$ cat src/rtl/xge_sync_pkg.sv
// Shared definitions for the xge req/ack word-crossing source side.
package xge_sync_pkg;

    // One-hot handshake states.
    typedef enum logic [3:0] {
        S_IDLE   = 4'b0001,
        S_REQ    = 4'b0010,
        S_ACK_LO = 4'b0100,
        S_HOLD   = 4'b1000
    } state_t;

    // Width and saturation value of the coalesced-update counter.
    localparam int COAL_W = 16;
    localparam logic [COAL_W-1:0] COAL_MAX = '1;

endpackage

$ cat src/rtl/xge_sync_bit.sv
// Two-flop single-bit synchronizer. The flops are kept as discrete registers
// (no shift-register packing) so they can be placed close together.
module xge_sync_bit (
    input  logic clk,
    input  logic rst,
    input  logic d,
    output logic q
);

    (* ASYNC_REG = "TRUE", SHREG_EXTRACT = "NO" *) logic s0_q;
    (* ASYNC_REG = "TRUE", SHREG_EXTRACT = "NO" *) logic s1_q;
    logic s0_d;
    logic s1_d;

    // Next values: shift the asynchronous input through both stages.
    always_comb begin
        s0_d = d;
        s1_d = s0_q;
    end

    // Synchronizer stages with synchronous reset.
    always_ff @(posedge clk) begin
        if (rst) begin
            s0_q <= 1'b0;
            s1_q <= 1'b0;
        end else begin
            s0_q <= s0_d;
            s1_q <= s1_d;
        end
    end

    assign q = s1_q;

endmodule

$ cat src/rtl/xge_sync_src.sv
// Source side of a 4-phase req/ack word crossing. Holds a status word stable
// on data_out while req is high, coalesces updates that arrive mid-handshake
// and periodically re-sends the latest word even without new input.
module xge_sync_src
    import xge_sync_pkg::*;
#(
    parameter int             W          = 32,
    parameter logic [W-1:0]   OUT_PRESET = '0,
    parameter int             PERIOD     = 64,
    parameter int             HOLDOFF    = 4
) (
    input  logic              clk,
    input  logic              rst,
    input  logic [W-1:0]      in,
    input  logic              in_vld,
    input  logic              ack_async,
    output logic              req,
    output logic [W-1:0]      data_out,
    output logic              busy,
    output logic [COAL_W-1:0] coalesced
);

    localparam int PW = (PERIOD > 1) ? $clog2(PERIOD) : 1;
    localparam int HW = (HOLDOFF > 1) ? $clog2(HOLDOFF) : 1;
    localparam logic [PW-1:0] PERIOD_LAST = PW'(PERIOD - 1);
    localparam logic [HW-1:0] HOLD_LAST   = HW'(HOLDOFF - 1);

    state_t              state_q, state_d;
    logic                req_q, req_d;
    logic                busy_q, busy_d;
    logic [W-1:0]        data_q, data_d;
    logic [W-1:0]        pend_word_q, pend_word_d;
    logic                pend_q, pend_d;
    logic [PW-1:0]       period_cnt_q, period_cnt_d;
    logic [HW-1:0]       hold_cnt_q, hold_cnt_d;
    logic [COAL_W-1:0]   coal_q, coal_d;
    logic [1:0]          settle_q, settle_d;

    logic                ack_s1;
    logic                refresh;
    logic                hold_done;
    logic                launch;

    xge_sync_bit u_ack_sync (
        .clk (clk),
        .rst (rst),
        .d   (ack_async),
        .q   (ack_s1)
    );

    // Launch decision. The synchronizer comes out of reset reading 0 even if the
    // receiver is still holding ack, so launches wait until it has refilled.
    always_comb begin
        refresh   = (period_cnt_q == PERIOD_LAST);
        hold_done = (hold_cnt_q == HOLD_LAST);
        launch    = (state_q == S_IDLE) && (pend_q || in_vld || refresh)
                    && !ack_s1 && settle_q[1];
    end

    // Next-state logic for the handshake.
    always_comb begin
        state_d = state_q;
        case (state_q)
            S_IDLE:   if (launch)     state_d = S_REQ;
            S_REQ:    if (ack_s1)     state_d = S_ACK_LO;
            S_ACK_LO: if (!ack_s1)    state_d = S_HOLD;
            S_HOLD:   if (hold_done)  state_d = S_IDLE;
            default:                  state_d = S_IDLE;
        endcase
    end

    // Registered outputs derived from the next state.
    always_comb begin
        req_d  = (state_d == S_REQ);
        busy_d = (state_d != S_IDLE);
    end

    // Word capture, pending/coalesce bookkeeping and the period/hold counters.
    always_comb begin
        data_d       = data_q;
        pend_word_d  = pend_word_q;
        pend_d       = pend_q;
        coal_d       = coal_q;
        period_cnt_d = period_cnt_q;
        hold_cnt_d   = hold_cnt_q;
        settle_d     = settle_q[1] ? settle_q : settle_q + 2'd1;

        if (in_vld) begin
            pend_word_d = in;
            pend_d      = 1'b1;
            if (pend_q && !launch && (coal_q != COAL_MAX)) begin
                coal_d = coal_q + COAL_W'(1);
            end
        end

        if (launch) begin
            data_d       = in_vld ? in : pend_word_q;
            pend_d       = 1'b0;
            period_cnt_d = '0;
        end else if ((state_q == S_IDLE) && !refresh) begin
            period_cnt_d = period_cnt_q + PW'(1);
        end

        if ((state_q == S_ACK_LO) && !ack_s1) begin
            hold_cnt_d = '0;
        end else if ((state_q == S_HOLD) && !hold_done) begin
            hold_cnt_d = hold_cnt_q + HW'(1);
        end
    end

    // State and datapath registers with synchronous reset.
    always_ff @(posedge clk) begin
        if (rst) begin
            state_q      <= S_IDLE;
            req_q        <= 1'b0;
            busy_q       <= 1'b0;
            data_q       <= OUT_PRESET;
            pend_word_q  <= OUT_PRESET;
            pend_q       <= 1'b0;
            period_cnt_q <= '0;
            hold_cnt_q   <= '0;
            coal_q       <= '0;
            settle_q     <= '0;
        end else begin
            state_q      <= state_d;
            req_q        <= req_d;
            busy_q       <= busy_d;
            data_q       <= data_d;
            pend_word_q  <= pend_word_d;
            pend_q       <= pend_d;
            period_cnt_q <= period_cnt_d;
            hold_cnt_q   <= hold_cnt_d;
            coal_q       <= coal_d;
            settle_q     <= settle_d;
        end
    end

    assign req       = req_q;
    assign busy      = busy_q;
    assign data_out  = data_q;
    assign coalesced = coal_q;

endmodule
$ cat config.mk
export PLATFORM = sky130hd
export DESIGN_NAME = xge_sync_src
export DESIGN_NICKNAME = d
export VERILOG_FILES = /design/src/rtl/xge_sync_pkg.sv /design/src/rtl/xge_sync_bit.sv /design/src/rtl/xge_sync_src.sv
export SDC_FILE = /design/constraint.sdc
export NUM_CORES = 1
export LEC_CHECK = 0
export ABC_AREA = 1
export CAP_MARGIN = 10
export CELL_PAD_IN_SITES_DETAIL_PLACEMENT = 1
export CELL_PAD_IN_SITES_GLOBAL_PLACEMENT = 2
export CORE_ASPECT_RATIO = 0.75
export CORE_UTILIZATION = 28
export CTS_BUF_LIST = sky130_fd_sc_hd__clkbuf_4 sky130_fd_sc_hd__clkbuf_8
export CTS_CLUSTER_DIAMETER = 100
export DETAILED_ROUTE_END_ITERATION = 6
export PLACE_DENSITY = 0.8
export SKIP_CTS_REPAIR_TIMING = 1
export SYNTH_ARGS = -nofsm -noshare
export SYNTH_HDL_FRONTEND = slang
export SYNTH_SLANG_ARGS = --single-unit
$ cat constraint.sdc
create_clock -name clk -period 1.6 [get_ports clk]
set_input_delay 0.32 -clock clk [delete_from_list [all_inputs] [get_ports clk]]
set_output_delay 0.32 -clock clk [all_outputs]
set_load 0.05 [all_outputs]
# Word level (Yosys, flattened, before mapping)

Index checks and enable logic that the tools add are counted.

Output and inout bits: 50
Register bits after elaboration: 99

$add $sub $neg: 4
Muxes and demuxes: 7
Reductions and logical operators: 17
Equality and inequality tests: 9

Operators with widths:

| operator                                       | count |
|---|---|
| two-way mux 32 bit                             | 1 |
| adder 16 x 1 -> 16 bit (second input constant) | 1 |
| two-way mux 4 bit                              | 4 |
| != test 16 bit (second input constant)         | 1 |
| one-hot mux 4 bit (4 select lines)             | 1 |
| == test 4 x 2 -> 1 bit (second input constant) | 2 |
| logical AND 1 bit                              | 8 |
| adder 6 x 1 -> 6 bit (second input constant)   | 1 |
| == test 6 bit (second input constant)          | 1 |
| adder 2 x 1 -> 2 bit (second input constant)   | 2 |
| == test 4 x 1 -> 1 bit (second input constant) | 1 |
| == test 4 x 3 -> 1 bit (second input constant) | 1 |
| == test 4 bit (second input constant)          | 1 |
| logical NOT 1 bit                              | 4 |
| != test 4 x 1 -> 1 bit (second input constant) | 1 |
| OR reduction 2 bit                             | 2 |
| == test 2 bit (second input constant)          | 1 |
| logical OR 1 bit                               | 2 |
| two-way mux 2 bit                              | 1 |
| AND reduction 2 bit                            | 1 |

# Logic depth before layout (Yosys ltp)

Depth in word-level cells: 9
Mapped depth: 9
Depth with buffers taken out: 9

# By module

A second synthesis with hierarchy kept.

Cells, all modules: 500
Area, all modules: 4180.3 sq um

By module, submodules not included:

| module       | times used | cells each | area each (sq um) | seq. area each (sq um) |
|---|---|---|---|---|
| xge_sync_src | 1          | 494        | 4125.2            | 1941.9 |
| xge_sync_bit | 1          | 6          | 55.1              | 40.0 |

# Least setup slack after synthesis

Ideal clock, no wire load.

Path type: register -> register
Start: register coal_q[1] (netlist: coalesced[1])
End: register coal_q[14] (netlist: coalesced[14])
Period minus slack after synthesis: 1.905 ns
Buffers on the path: 1
Arrival: 1.836 ns
Stages on the path, launching flop included: 9
Setup slack: -0.305 ns
Path through: dfxtp_1 ha_1 nand2_4 nor2_8 nand4_4 nand2_4 buf_8 nand2_1 a21oi_2

Longest elaborated chain between the ends: 3
Elaborated cells on any way between the ends: 4
Classes of those cells: 1 x add/sub; 1 x eq/ne; 2 x reduce/logical

Ends and longest elaborated chain:

| item                                                                           | RTL line            | text |
|---|---|---|
| start: declaration                                                             | xge_sync_src.sv:36  | `logic [COAL_W-1:0] coal_q, coal_d;` |
| start signal: assignment                                                       | xge_sync_src.sv:133 | `coal_q <= coal_d;` |
| parallel branches: the longest is 3 deep, another holds adder 16 x 1 -> 16 bit | -                   |  |

Several ways; the timed one is not identified.
A chain may end at the register's enable or synchronous reset.

# Worst setup path in the final report

Start: register state_q[3]
End: register period_cnt_q[0]

Longest elaborated chain between the ends: 5
Elaborated cells on any way between the ends: 6
Classes of those cells: 1 x eq/ne; 5 x reduce/logical

Ends and longest elaborated chain:

| item                           | RTL line                                | text |
|---|---|---|
| start: declaration             | xge_sync_src.sv:28                      | `state_t state_q, state_d;` |
| start signal: assignment       | xge_sync_src.sv:125                     | `state_q <= state_d;` |
| == test 4 x 1 -> 1 bit (*)     | xge_sync_src.sv:56, xge_sync_src.sv:100 |  |
| logical AND 1 bit              | xge_sync_src.sv:56                      | `launch = (state_q == S_IDLE) && (pend_q \|\| in_vld \|\| refresh)` |
| logical AND 1 bit (2 in a row) | xge_sync_src.sv:57                      | `&& !ack_s1 && settle_q[1];` |
| OR reduction 2 bit (no line)   | -                                       |  |
| end signal: assignment         | xge_sync_src.sv:131                     | `period_cnt_q <= period_cnt_d;` |
| end: declaration               | xge_sync_src.sv:34                      | `logic [PW-1:0] period_cnt_q, period_cnt_d;` |

Every way passes the cells marked *; elsewhere a longest branch is shown, timed or not.

==> results.sh <==
export IMPL_io_pins=86
export IMPL_hp_start="rst"
export IMPL_die_area_sq_um=15400
export IMPL_numCtsBuffers=9
export IMPL_leakage_uw=0.00259
export IMPL_min_path_type="in2reg"
export IMPL_maxSlewHeadroom=0.758
export IMPL_p_switching_uw=1820
export IMPL_totalWireLength_microns=11600
export IMPL_io_buffers=85
export IMPL_ant_nets=0
export IMPL_drv_cap=0
export IMPL_slowest_stage="dfxtp_1"
export IMPL_status="finished, final reports clean"
export IMPL_final_max_slew_viol_count=0
export IMPL_grt_ovfl_total=0
export IMPL_finalCritPeriodShare=0.935
export IMPL_cts_tree="done"
export IMPL_worstMarginPinSlew_ns=0.364
export IMPL_crit_buf_inv=1
export IMPL_start_util=0.287
export IMPL_clkTransAtPathRegs_ns=0.10
export IMPL_reg2reg_from="state_q[3]"
export IMPL_grt_pass1_vias=3725
export IMPL_ys_types=34
export IMPL_syn2layout_area_growth_pct=36.5
export IMPL_grt_usage=0.157
export IMPL_ys_warn_count=0
export IMPL_drc=0
export IMPL_synth_seq_cells=99
export IMPL_crit_arrival_ns=1.81
export IMPL_synth_area_sq_um=4170
export IMPL_insertion_delay_ns=0.39
export IMPL_setup_tns_ns=0
export IMPL_min_to="u_ack_sync.s0_q"
export IMPL_hold_viol=0
export IMPL_syn_nets=537
export IMPL_rrSetupSlack_ns=0.10
export IMPL_min_path_cells=2
export IMPL_critPathLaunchType="flip-flop"
export IMPL_first_pass_iters=4
export IMPL_max_freq_mhz=668
export IMPL_ir_drop_mv=0.580
export IMPL_netlist_instances=498
export IMPL_core_sq_um=14500
export IMPL_dpl_instance_area_sq_um=5410
export IMPL_p_comb_frac=0.218
export IMPL_viasPerCell=4.45
export IMPL_row_count=38
export IMPL_cp_end_kind="flip-flop"
export IMPL_drt_iter0_markers=132
export IMPL_clk_path_buf_depth=2
export IMPL_drive_gt1_frac=0.289
export IMPL_hold_ws_ns=0.322
export IMPL_clkPwrFrac=0.314
export IMPL_drt_wirelength_per_cell_microns=14.4
export IMPL_crit_chain="nor2_1, nand2_1, nor2_2, inv_2, or2_1, a21oi_1"
export IMPL_cpLargestDelayFamily="simple AND/OR/NAND/NOR gates"
export IMPL_p_int_uw=4080
export IMPL_cts_root_buf="clkbuf_8"
export IMPL_nets=640
export IMPL_worstRegToRegCells=6
export IMPL_hpwl_microns=8370
export IMPL_cts_max_level=3
export IMPL_vias=3589
export IMPL_fin_util=0.392
export IMPL_fp_dieW_microns=143
export IMPL_ys_seq_area_frac=0.475
export IMPL_grt_max_degree=29
export IMPL_required_ns=1.91
export IMPL_die_y_microns=108
export IMPL_grt_pass1_wl_microns=18500
export IMPL_fin_crit_ns=1.50
export IMPL_grt_setup_unrepaired="no"
export IMPL_stdcell_area_sq_um=5690
export IMPL_power_frac_seq=0.468
export IMPL_regToRegEndpoint="period_cnt_q[0]"
export IMPL_antennaDiodeCount=0
export IMPL_power_uw=5910
export IMPL_clock_sinks=99
export IMPL_max_stage_delay_ns=0.35
export IMPL_place_congestion=0.745
export IMPL_power_density_nw_per_um2=1040
export IMPL_skew_ns=0.0113
export IMPL_netSwitchingFraction=0.308
export IMPL_syn_avg_cell_area_sq_um=8.37
export IMPL_crit_fanout=7
export IMPL_antenna_found_initial=0
export IMPL_path_class="reg2reg"
export IMPL_setup_viol=0
state kept, by name (all words and copies together), names as in the netlist:
name             cells
coalesced           16
data_out            32
pend_word_q         32
pend_q               1
busy                 1
u_ack_sync.q         1
hold_cnt_q           2
period_cnt_q         6
req                  1
settle_q             2
u_ack_sync.s0_q      1
state_q              4
metrics by stage:
stage / setup WS, ns / cells
after floorplan: 0.00872 / 498
after global routing: 0.00144 / 806
after global placement: 0.108 / 789
after CTS: 0.0343 / 805
after detailed placement: 0.0485 / 789
final: 0.103 / 806
how the worst max path moves through the flow:
stage | from | endpoint | slack (ns) | cells past startpoint
after floorplan | coalesced[15] | coalesced[14] | 0.009 | 7
after global placement | coalesced[0] | coalesced[13] | 0.11 | 8
after detailed placement | coalesced[0] | coalesced[5] | 0.05 | 8
after CTS | coalesced[1] | coalesced[5] | 0.03 | 8
after global routing | period_cnt_q[1] | data_out[19] | 0.001 | 7
final | state_q[3] | period_cnt_q[0] | 0.10 | 6
synthesized netlist by cell type:
library cell,number,area share
inv_2,4,0.0036
nand2_4,2,0.0054
nor2_2,2,0.0030
nand4_4,1,0.0051
buf_4,4,0.0072
o22a_1,1,0.0021
a211oi_1,1,0.0018
o21ai_0,6,0.0072
nand4_1,6,0.0090
o21ai_2,1,0.0021
ha_1,3,0.0090
xor2_1,6,0.013
nand2_1,74,0.067
dfxtp_1,99,0.48
clkinv_1,1,0.00090
nand3_1,19,0.023
buf_6,1,0.0027
buf_1,2,0.0018
mux2i_1,28,0.067
or2_2,31,0.047
a21oi_2,10,0.021
xnor2_1,3,0.0063
buf_2,9,0.011
mux2_2,4,0.011
nor2_8,1,0.0048
nor2_4,1,0.0027
a21oi_1,77,0.092
nor2_1,32,0.029
nand3_2,2,0.0048
buf_8,1,0.0036
clkbuf_1,3,0.0027
or2_1,1,0.0015
inv_1,59,0.053
nand2_2,3,0.0045
metal layers:
layer | GRT usage | vias up | wire (microns)
met5 | 0 | - | 0
met4 | 0.0392 | 0 | 110
met3 | 0.0463 | 10 | 443
met2 | 0.251 | 45 | 5440
met1 | 0.205 | 1724 | 5620
li1 | - | 1810 | -
worst register-to-register path: stages, from the launching register on:
cell and delay, ns:
dfxtp_1 0.35, nor2_1 0.23, nand2_1 0.14, nor2_2 0.25, inv_2 0.12, or2_1 0.23, a21oi_1 0.11
power by group through the flow:
stage          sequential (uW)  combinational, uW  clock [uW]
6_report                  2760               1290        1860
5_1_grt                   2780               1390        2010
4_1_cts                   2760               1280        1920
3_5_place_dp              2810               1280           0
3_3_place_gp              2810               1240           0
2_1_floorplan             3190                444           0
final cells by class:
class,count,area (sq um)
clock inverter,5,75.1
multi-input combinational,315,1850
clock buffer,11,151
sequential,99,2010
inverter,64,240
tap,200,250
timing repair buffer,112,1120
fill,1703,8810
cell usage in the layout (no fill, tap or decap), drive strengths merged:
cell type	synthesis	layout
nand3	21	21
nand2	79	79
o21ai	7	7
dfxtp	99	99
o22a	1	1
xnor2	3	3
clkinv	1	4
mux2	4	4
or2	32	32
ha	3	3
mux2i	28	28
clkbuf	3	12
xor2	6	6
nand4	7	7
inv	63	63
buf	17	78
a21oi	87	87
bufinv	0	2
a211oi	1	1
clkdlybuf4s50	0	33
nor2	36	36
cells by family after synthesis:
| family | Yosys count | share of synthesized area |
|---|---|---|
| DFF | 99 | 0.475 |
| and+or+nand+nor | 175 | 0.206 |
| adders and majority gates | 3 | 0.00900 |
| AOI/OAI and AO/OA | 96 | 0.127 |
| xor gates and xnor gates | 9 | 0.0189 |
| buffers and inverters | 84 | 0.0864 |
| muxes | 32 | 0.0780 |
(Power assumes the default switching activity.)
